--- config.mk ---
export PLATFORM = sky130hd
export DESIGN_NAME = uart_rx_buffer
export DESIGN_NICKNAME = d
export VERILOG_FILES = /design/src/rtl/uart_pkg.sv /design/src/rtl/sync_fifo.sv /design/src/rtl/uart_rx_buffer.sv
export SDC_FILE = /design/constraint.sdc
export NUM_CORES = 1
export LEC_CHECK = 0
export CORE_ASPECT_RATIO = 0.75
export CORE_MARGIN = 2
export CORE_UTILIZATION = 59
export DETAILED_ROUTE_END_ITERATION = 10
export PLACE_DENSITY = 0.79
export SYNTH_ARGS = -nofsm -noshare
export SYNTH_HDL_FRONTEND = slang
export SYNTH_SLANG_ARGS = --single-unit
export TNS_END_PERCENT = 50
--- constraint.sdc ---
create_clock -name clk -period 2.7 [get_ports clk]
set_input_delay 0.54 -clock clk [delete_from_list [all_inputs] [get_ports clk]]
set_output_delay 0.54 -clock clk [all_outputs]
set_load 0.03 [all_outputs]
--- src/rtl/uart_pkg.sv ---
// Shared types and helpers for the UART receive buffer.
package uart_pkg;

    // Number of bit-times in one character on the line (start, 8 data, parity, stop).
    localparam int CHAR_BITS = 11;

    // One FIFO entry: receiver error flag above the received byte.
    typedef struct packed {
        logic       error;
        logic [7:0] data;
    } rx_entry_t;

    // Capture stage phases.
    typedef enum logic [1:0] {
        CAP_IDLE   = 2'd0,
        CAP_CAPT   = 2'd1,
        CAP_COMMIT = 2'd2
    } cap_state_e;

    // Clock cycles spanned by one character at the given line rate.
    function automatic int char_cycles(input int clk_rate, input int baud_rate);
        return (clk_rate / baud_rate) * CHAR_BITS;
    endfunction

endpackage

--- src/rtl/sync_fifo.sv ---
// Single-clock first-word-fall-through FIFO. The head entry is always visible
// on pop_data (zero when empty); a push into a full FIFO is accepted only when
// a pop is accepted in the same cycle.
module sync_fifo #(
    parameter int WIDTH = 9,
    parameter int DEPTH = 8,
    localparam int AW = $clog2(DEPTH),
    localparam int CW = $clog2(DEPTH + 1)
) (
    input  logic             clk,
    input  logic             rst_n,
    input  logic             push,
    input  logic [WIDTH-1:0] push_data,
    input  logic             pop,
    output logic [WIDTH-1:0] pop_data,
    output logic             push_ok,
    output logic             pop_ok,
    output logic [CW-1:0]    count,
    output logic             full,
    output logic             empty
);

    logic [AW-1:0]    head_q, head_d;
    logic [AW-1:0]    tail_q, tail_d;
    logic [CW-1:0]    count_q, count_d;
    logic [WIDTH-1:0] mem_q [DEPTH];
    logic [DEPTH-1:0] wr_sel;

    assign full  = (count_q == CW'(DEPTH));
    assign empty = (count_q == '0);
    assign count = count_q;

    // Head entry falls through to the read port; forced to zero while empty.
    assign pop_data = empty ? '0 : mem_q[head_q];

    // Pointer and occupancy update; pointers wrap naturally since DEPTH is a power of two.
    always_comb begin
        pop_ok  = pop && !empty;
        push_ok = push && (!full || pop_ok);
        head_d  = head_q;
        tail_d  = tail_q;
        count_d = count_q;
        if (pop_ok) begin
            head_d = head_q + AW'(1);
        end
        if (push_ok) begin
            tail_d = tail_q + AW'(1);
        end
        case ({push_ok, pop_ok})
            2'b10:   count_d = count_q + CW'(1);
            2'b01:   count_d = count_q - CW'(1);
            default: count_d = count_q;
        endcase
    end

    // Pointer and occupancy registers.
    always_ff @(posedge clk or negedge rst_n) begin
        if (!rst_n) begin
            head_q  <= '0;
            tail_q  <= '0;
            count_q <= '0;
        end else begin
            head_q  <= head_d;
            tail_q  <= tail_d;
            count_q <= count_d;
        end
    end

    // One-hot write select per storage slot.
    genvar gi;
    generate
        for (gi = 0; gi < DEPTH; gi++) begin : g_wr_sel
            assign wr_sel[gi] = push_ok && (tail_q == AW'(gi));
        end
    endgenerate

    // Storage needs no reset: stale contents are never visible while empty.
    always_ff @(posedge clk) begin
        for (int i = 0; i < DEPTH; i++) begin
            if (wr_sel[i]) begin
                mem_q[i] <= push_data;
            end
        end
    end

endmodule

--- src/rtl/uart_rx_buffer.sv ---
// Receive-side buffer behind the UART receiver core: captures each byte with
// its error flag into a FWFT FIFO and keeps overflow, error-count, timeout
// and interrupt status for the register bus.
module uart_rx_buffer
    import uart_pkg::*;
#(
    parameter int DEPTH         = 8,
    parameter int THRESHOLD     = 4,
    parameter int CLK_RATE      = 100000000,
    parameter int BAUD_RATE     = 19200,
    parameter int TIMEOUT_CHARS = 4,
    localparam int CW = $clog2(DEPTH + 1)
) (
    input  logic          clk,
    input  logic          rst_n,
    input  logic [7:0]    rx_data,
    input  logic          rx_strobe,
    input  logic          rx_error,
    input  logic          rd_en,
    input  logic          clr_status,
    output logic [8:0]    rd_data,
    output logic          empty,
    output logic          full,
    output logic [CW-1:0] count,
    output logic          overflow,
    output logic [7:0]    err_count,
    output logic          irq
);

    localparam logic [31:0] TMO_LIMIT =
        32'(TIMEOUT_CHARS * char_cycles(CLK_RATE, BAUD_RATE));

    cap_state_e state_q, state_d;
    cap_state_e phase;
    logic [7:0] pend_byte_q, pend_byte_d;
    logic       commit;
    rx_entry_t  entry;

    logic       push_ok, pop_ok;
    logic [8:0] fifo_rd_data;
    logic [CW-1:0] fifo_count;
    logic       fifo_full, fifo_empty;

    logic        ovf_event, err_event;
    logic        overflow_q, overflow_d;
    logic [7:0]  err_count_q, err_count_d;
    logic [31:0] tmo_cnt_q, tmo_cnt_d;
    logic        tmo_flag_q, tmo_flag_d;
    logic        irq_q, irq_d;

    // Capture FSM state register. Only IDLE and COMMIT are ever held across an
    // edge: the CAPT phase is the strobe cycle itself, and the byte commits the
    // very next cycle because that is when rx_error becomes valid.
    always_ff @(posedge clk or negedge rst_n) begin
        if (!rst_n) begin
            state_q     <= CAP_IDLE;
            pend_byte_q <= '0;
        end else begin
            state_q     <= state_d;
            pend_byte_q <= pend_byte_d;
        end
    end

    // Capture FSM next state: a strobe while committing restarts the capture.
    always_comb begin
        state_d     = state_q;
        commit      = 1'b0;
        pend_byte_d = rx_strobe ? rx_data : pend_byte_q;
        phase       = state_q;
        if (state_q == CAP_IDLE && rx_strobe) begin
            phase = CAP_CAPT;
        end
        case (phase)
            CAP_CAPT: begin
                state_d = CAP_COMMIT;
            end
            CAP_COMMIT: begin
                commit  = 1'b1;
                state_d = rx_strobe ? CAP_COMMIT : CAP_IDLE;
            end
            default: begin
                state_d = CAP_IDLE;
            end
        endcase
    end

    assign entry.error = rx_error;
    assign entry.data  = pend_byte_q;

    sync_fifo #(
        .WIDTH ($bits(rx_entry_t)),
        .DEPTH (DEPTH)
    ) u_fifo (
        .clk       (clk),
        .rst_n     (rst_n),
        .push      (commit),
        .push_data (entry),
        .pop       (rd_en),
        .pop_data  (fifo_rd_data),
        .push_ok   (push_ok),
        .pop_ok    (pop_ok),
        .count     (fifo_count),
        .full      (fifo_full),
        .empty     (fifo_empty)
    );

    // Sticky status, idle timeout and interrupt next-state. A new event in the
    // same cycle as clr_status takes priority over the clear.
    always_comb begin
        ovf_event   = commit && !push_ok;
        err_event   = commit && rx_error;
        overflow_d  = overflow_q;
        err_count_d = err_count_q;
        tmo_cnt_d   = tmo_cnt_q;
        tmo_flag_d  = tmo_flag_q;

        if (ovf_event) begin
            overflow_d = 1'b1;
        end else if (clr_status) begin
            overflow_d = 1'b0;
        end

        if (clr_status) begin
            err_count_d = err_event ? 8'd1 : 8'd0;
        end else if (err_event && err_count_q != 8'hFF) begin
            err_count_d = err_count_q + 8'd1;
        end

        if (fifo_empty || commit || pop_ok) begin
            tmo_cnt_d = '0;
        end else if (tmo_cnt_q != TMO_LIMIT) begin
            tmo_cnt_d = tmo_cnt_q + 32'd1;
        end

        if (commit || pop_ok) begin
            tmo_flag_d = 1'b0;
        end else if (!fifo_empty && tmo_cnt_d == TMO_LIMIT) begin
            tmo_flag_d = 1'b1;
        end

        irq_d = (fifo_count >= CW'(THRESHOLD)) | tmo_flag_q | overflow_q;
    end

    // Status, timeout and interrupt registers.
    always_ff @(posedge clk or negedge rst_n) begin
        if (!rst_n) begin
            overflow_q  <= 1'b0;
            err_count_q <= '0;
            tmo_cnt_q   <= '0;
            tmo_flag_q  <= 1'b0;
            irq_q       <= 1'b0;
        end else begin
            overflow_q  <= overflow_d;
            err_count_q <= err_count_d;
            tmo_cnt_q   <= tmo_cnt_d;
            tmo_flag_q  <= tmo_flag_d;
            irq_q       <= irq_d;
        end
    end

    assign rd_data   = fifo_rd_data;
    assign empty     = fifo_empty;
    assign full      = fifo_full;
    assign count     = fifo_count;
    assign overflow  = overflow_q;
    assign err_count = err_count_q;
    assign irq       = irq_q;

endmodule

==> results of run 1 <==
routing by layer:
| metal | vias up | global-route usage [%] | wire [um] |
|---|---|---|---|
| met5 | - | 0 | 0 |
| li1 | 1917 | - | - |
| met1 | 2085 | 38.5 | 6150 |
| met4 | 0 | 6.61 | 225 |
| met2 | 210 | 37.7 | 6330 |
| met3 | 21 | 7.50 | 1110 |
layout make-up:
| type | instances | area [um^2] |
|---|---|---|
| Inverter | 16 | 62.6 |
| Sequential cell | 134 | 3720 |
| Multi-Input combinational cell | 307 | 2390 |
| Timing Repair Buffer | 66 | 601 |
| Clock inverter | 13 | 135 |
| Fill cell | 635 | 2780 |
| Clock buffer | 19 | 433 |
| Tap cell | 136 | 170 |
worst paths after layout:
check / start / end / cells past startpoint
max: u_fifo.count[1]$_DFFE_PN0P_ / full / 3
min: rst_n / tmo_cnt_q[0]$_DFF_PN0_ / 2
max reg2reg: tmo_cnt_q[0]$_DFF_PN0_ / tmo_flag_q$_DFFE_PN0P_ / 9
min reg2reg: u_fifo.head_q[2]$_DFFE_PN0P_ / u_fifo.head_q[2]$_DFFE_PN0P_ / 1
max in group asynchronous: rst_n / u_fifo.head_q[0]$_DFFE_PN0P_ / 2
min in group clk: u_fifo.head_q[2]$_DFFE_PN0P_ / u_fifo.head_q[2]$_DFFE_PN0P_ / 1
power by group through the flow:
stage | clock (W) | combinational (W) | sequential [W]
floorplan | 0 | 0.00131 | 0.00268
global placement | 0 | 0.00212 | 0.00263
detailed placement | 0 | 0.00217 | 0.00265
CTS | 0.00222 | 0.00210 | 0.00262
global route | 0.00231 | 0.00227 | 0.00266
finish | 0.00220 | 0.00211 | 0.00263
placed cells by master, fill, tap and decap left out, drive strengths merged, types with 4 or more instances in the layout:
cell | Yosys | final
xnor2 | 22 | 22
clkinv | 0 | 6
clkinvlp | 0 | 4
nor2 | 47 | 47
mux4 | 18 | 18
mux2i | 15 | 15
nand2 | 25 | 25
and3 | 11 | 11
mux2 | 11 | 11
nor4 | 8 | 8
nand3 | 15 | 15
inv | 16 | 17
or4 | 7 | 7
xor2 | 12 | 12
edfxtp | 72 | 72
ha | 12 | 12
clkbuf | 12 | 24
buf | 12 | 28
o21ai | 13 | 13
a21oi | 13 | 13
nor3 | 11 | 11
and4 | 7 | 7
clkdlybuf4s50 | 0 | 26
and2 | 7 | 7
dfrtp | 62 | 62
dlygate4sd2 | 0 | 6
or3 | 9 | 9
nand4 | 11 | 11
cells in the mapped netlist, drive strengths merged (12+ instances only):
library cell,number
xnor2,22
edfxtp,72
buf,12
ha,12
mux4,18
nand3,15
mux2i,15
clkbuf,12
xor2,12
o21ai,13
nand2,25
inv,16
a21oi,13
dfrtp,62
nor2,47
cells by family (layout without fill, tap and decap cells):
family	Yosys count	in the layout	share of synthesized area (%)
AND/OR/NAND/NOR	171	171	15.2
flip-flops	134	134	59.3
AO/OA/AOI/OAI	45	45	4.56
multiplexers	44	44	10.9
buffers and inverters	40	114	2.60
XOR/XNOR	34	34	4.76
adder cells (fa/ha/maj)	13	13	2.72
state kept, by name, summed over array words and instances, names as in the netlist, 3 cells and up:
name           flops
tmo_cnt_q         32
err_count          8
u_fifo.head_q      3
u_fifo.tail_q      3
u_fifo.mem_q      72
u_fifo.count       4
pend_byte_q        8
through the flow:
stage | TNS (ns) | std cells | power [W]
2_1_floorplan | 0 | 481 | 0.00399
3_3_place_gp | 0 | 658 | 0.00475
3_5_place_dp | -0.0275 | 658 | 0.00483
4_1_cts | 0 | 690 | 0.00694
5_1_grt | 0 | 691 | 0.00725
6_report | 0 | 691 | 0.00695
timing repair:
action / 4_1_cts / 5_1_grt
hold buffers: 0 / 0
resized for setup: 13 / 13
cloned: 0 / 1
endpoints found under the setup margin: 11 / 13
==> impl_metrics.tcl, run 1 <==
set metrics [dict create \
    worstMarginPinSlew_ns 0.816 \
    clock_skew_ns 0.00718 \
    initial_core_util_pct 60.8 \
    synth-async-reset-ratio_pct 46.3 \
    critPathLaunchType "flop" \
    cts_made_buffers 17 \
    path_clk_slew_ns 0.06 \
    fin_ws_ns 0.0530 \
    synth_top_flop_cell "edfxtp_1" \
    drive_gt1_share_pct 19.3 \
    diodes 0 \
    firstDrtPassIters 6 \
    preCtsSetupSlack_ns -0.0275 \
    p_sw_w 0.00221 \
    fin_area_um2 7510 \
    postCtsSetupRepairBufs 0 \
    io_pins 39 \
    period_needed_ns 2.65 \
    avgSynthCellArea_um2 13.0 \
    drv_cap 0 \
    path_delay_family "simple AND/OR/NAND/NOR gates" \
    antenna_found_initial 0 \
    dieHeight_um 93.2 \
    io_buffers 38 \
    ant_nets 0 \
    outcome "complete, no violations" \
    slew_violations 0 \
    synth_edf_count 72 \
    clockPowerShare_pct 31.7 \
    synth_nets 508 \
    syn_inst 481 \
    hold_viol_final 0 \
    synth.distinct_cells 55 \
    setup_violations 0 \
    synth.area.top_cells "edfxtp_1 35%, dfrtp_1 25%, mux4_2 6.5%" \
    reg2reg_slack_ns 0.09 \
    hpwl_um 9080 \
    drc 0 \
    post_drt_wl_per_cell_um 20.0 \
    crit_type "reg -> out" \
    dieArea_um2 11500 \
    hold_path_class "in -> async" \
    worst_ep_arrival_time_ns 2.11 \
    seq_area_frac_synth_pct 59.3 \
    clk_path_buf_depth 2 \
    worst_hold_slack_ns 0.304 \
    area_growth_pct 20.0 \
    vias 4233 \
    cts-root-buf "clkbuf_16" \
    die_w_um 123 \
    placedInstanceArea_um2 6930 \
    slew_headroom_pct 45.6 \
    nNetsFinal 569 \
    cp_cell_sequence "or4b_2, inv_1, clkdlybuf4s15_1" \
    period_share_pct 98.0 \
    cp_slowest_stage_delay_ns 0.74 \
    vdd_drop_max_v 0.000740 \
    synth-seq-cells 134 \
    path_max_fanout 6 \
    tritoncts "done" \
    gp_congestion 0.897 \
    core_um2 10300 \
    worst-path-buf-inv 2 \
    fmax_mhz 378 \
    worst_setup_path_end_kind "primary output" \
    grt_pass1_wl_um 21800 \
    synthesis.area_um2 6260 \
    rsz0062_at_grt "false" \
    p_seq_share_pct 37.9 \
    cts_max_level 4 \
    cp_data_required_time_ns 2.16 \
    synth-warning-count 0 \
    grt_pass1_vias 4097 \
    final_core_util_pct 73.0 \
    grt_usage_pct 25.9 \
    clk_latency_ns 0.41 \
    grt_max_degree 63 \
    num_rows 32 \
    internal-power_w 0.00474 \
    synth_top_area_share_pct 34.5 \
    overflow 0 \
    p_leak_nw 2.92 \
    powerDensity_nw_per_um2 925 \
    synth_top_cell_by_area "edfxtp_1" \
    via_per_inst 6.13 \
    combPwrFrac_pct 30.4 \
    cts_sinks 134 \
    swShare_pct 31.8 \
    slowest_stage "or4b_2" \
    dr.first_iter.drc_count 370 \
    wl_um 13800 \
]
Power figures use the tool's default switching activity.
==> run 2, diff against run 1 <==
RECOVER_POWER = 100   (was default)
==> impl_metrics.tcl, run 2 (same netlist as run 1, synthesis figures left out) <==
set metrics [dict create \
    final_cell_mix "72 x edfxtp_1, 60 x dfrtp_1, 47 x nor2_1" \
    cts-root-buf "clkbuf_16" \
    dr.first_iter.drc_count 387 \
    antenna_found_initial 0 \
    drc 0 \
    crit_type "reg -> out" \
    cp_data_required_time_ns 2.16 \
    dieArea_um2 11500 \
    period_share_pct 98.0 \
    layoutNonFillerInstCount 691 \
    hold_path_class "reg -> reg" \
    cp_cell_sequence "or4b_2, inv_1, clkdlybuf4s15_1" \
    slew_violations 63 \
    path_clk_slew_ns 0.06 \
    drv_cap 1 \
    overflow 0 \
    grt_pass1_wl_um 21800 \
    wl_um 13800 \
    post_drt_wl_per_cell_um 20.0 \
    area_growth_pct 19.2 \
    cts_made_buffers 17 \
    path_max_fanout 6 \
    violations "max-capacitance violations, max-slew violations" \
    via_per_inst 6.08 \
    cp_slowest_stage_delay_ns 0.74 \
    core_um2 10300 \
    worst_setup_path_end_kind "primary output" \
    nNetsFinal 569 \
    slew_headroom_pct -5.45 \
    grt_usage_pct 25.9 \
    worst-path-buf-inv 2 \
    vdd_drop_max_v 0.000697 \
    clk_path_buf_depth 2 \
    reg2reg_slack_ns 0.11 \
    gp_congestion 0.897 \
    critPathLaunchType "flop" \
    io_pins 39 \
    cts_max_level 4 \
    diodes 0 \
    regMostFlops "u_fifo.mem_q" \
    cts_sinks 134 \
    largest_reg_flops 72 \
    p_leak_nw 2.91 \
    die_w_um 123 \
    tritoncts "done" \
    dieHeight_um 93.2 \
    powerDensity_nw_per_um2 925 \
    reg.largest.list "u_fifo.mem_q x72, tmo_cnt_q x32" \
    clk_latency_ns 0.41 \
    hold_viol_final 0 \
    outcome "finished, violations left" \
    firstDrtPassIters 5 \
    clock_skew_ns 0.00780 \
    worst_ep_arrival_time_ns 2.10 \
    rsz0062_at_grt "false" \
    vias 4199 \
    final_core_util_pct 72.5 \
    fmax_mhz 378 \
    worstMarginPinSlew_ns 1.58 \
    drive_gt1_share_pct 17.8 \
    ant_nets 0 \
    io_buffers 38 \
    initial_core_util_pct 60.8 \
    setup_violations 0 \
    grt_max_degree 63 \
    slowest_stage "or4b_2" \
    path_delay_family "simple AND/OR/NAND/NOR gates" \
    grt_pass1_vias 4097 \
    num_rows 32 \
    period_needed_ns 2.64 \
    placed_cells 658 \
    final_common_cell "edfxtp_1" \
    cts_hold_buf 0 \
    hpwl_um 9080 \
]
## run 2: changes by cell type in the layout (fill, tap and decap cells not counted), sizes merged
cell / delta
buf: -15
clkbuf: +15
clkdlybuf4s50: -17
dlygate4sd3: +17
## run 2: repair_timing
action                                 CTS  global route
setup endpoints to repair               11            13
pin swaps                                0             0
endpoints found under the hold margin    0             0
buffers inserted                         0             0
gates resized for setup                 13            13
cloned                                   0             1
## run 2: area by class of cell
type / instances / area [um^2]
Clock buffer: 19 / 433
Clock inverter: 13 / 135
Fill cell: 646 / 2830
Inverter: 16 / 62.6
Multi-Input combinational cell: 307 / 2390
Sequential cell: 134 / 3720
Tap cell: 136 / 170
Timing Repair Buffer: 66 / 553
## run 2: per-stage QoR
step | area, um^2 | setup TNS [ns] | power [W] | hold WS (ns) | setup WS, ns
final | 7460 | 0 | 0.00691 | 0.480 | 0.0552
after global routing | 7460 | 0 | 0.00721 | 0.505 | 0.00824
after CTS | 7490 | 0 | 0.00694 | 0.342 | 0.00709
after detailed placement | 6930 | -0.0275 | 0.00483 | 0.476 | -0.0275
after global placement | 6930 | 0 | 0.00475 | 0.464 | 0.0787
after floorplan | 6260 | 0 | 0.00399 | 0.244 | 0.0605
## run 2: layer usage
metal / track usage [%] / vias up / wire length [um]
met2: 37.7 / 188 / 6290
li1: - / 1915 / -
met3: 7.50 / 17 / 1130
met1: 38.5 / 2079 / 6170
met5: 0 / - / 0
met4: 6.61 / 0 / 191
## run 2: report_power, final
group | switching [W] | internal, W | total [W] | leakage [nW]
Combinational | 0.00118 | 0.000884 | 0.00207 | 1.17
Clock | 0.000852 | 0.00135 | 0.00221 | 0.267
Sequential | 0.000175 | 0.00246 | 0.00263 | 1.47
## run 2: path summary, 6_finish.rpt
check                                                  start  cells after the start                            to
worst max register to register        tmo_cnt_q[0]$_DFF_PN0_                      8        tmo_flag_q$_DFFE_PN0P_
max in group asynchronous                              rst_n                      2  u_fifo.head_q[0]$_DFFE_PN0P_
worst min register to register  u_fifo.head_q[2]$_DFFE_PN0P_                      1  u_fifo.head_q[2]$_DFFE_PN0P_
worst max-delay path             u_fifo.count[1]$_DFFE_PN0P_                      3                          full
worst min-delay path            u_fifo.head_q[2]$_DFFE_PN0P_                      1  u_fifo.head_q[2]$_DFFE_PN0P_
min in group asynchronous                              rst_n                      2        tmo_cnt_q[1]$_DFF_PN0_
==> run 3, diff against run 2 <==
GPL_TIMING_DRIVEN = 1   (was default)
==> results of run 3 <==
Final layout, timing and power as in run 2 (identical DEF).
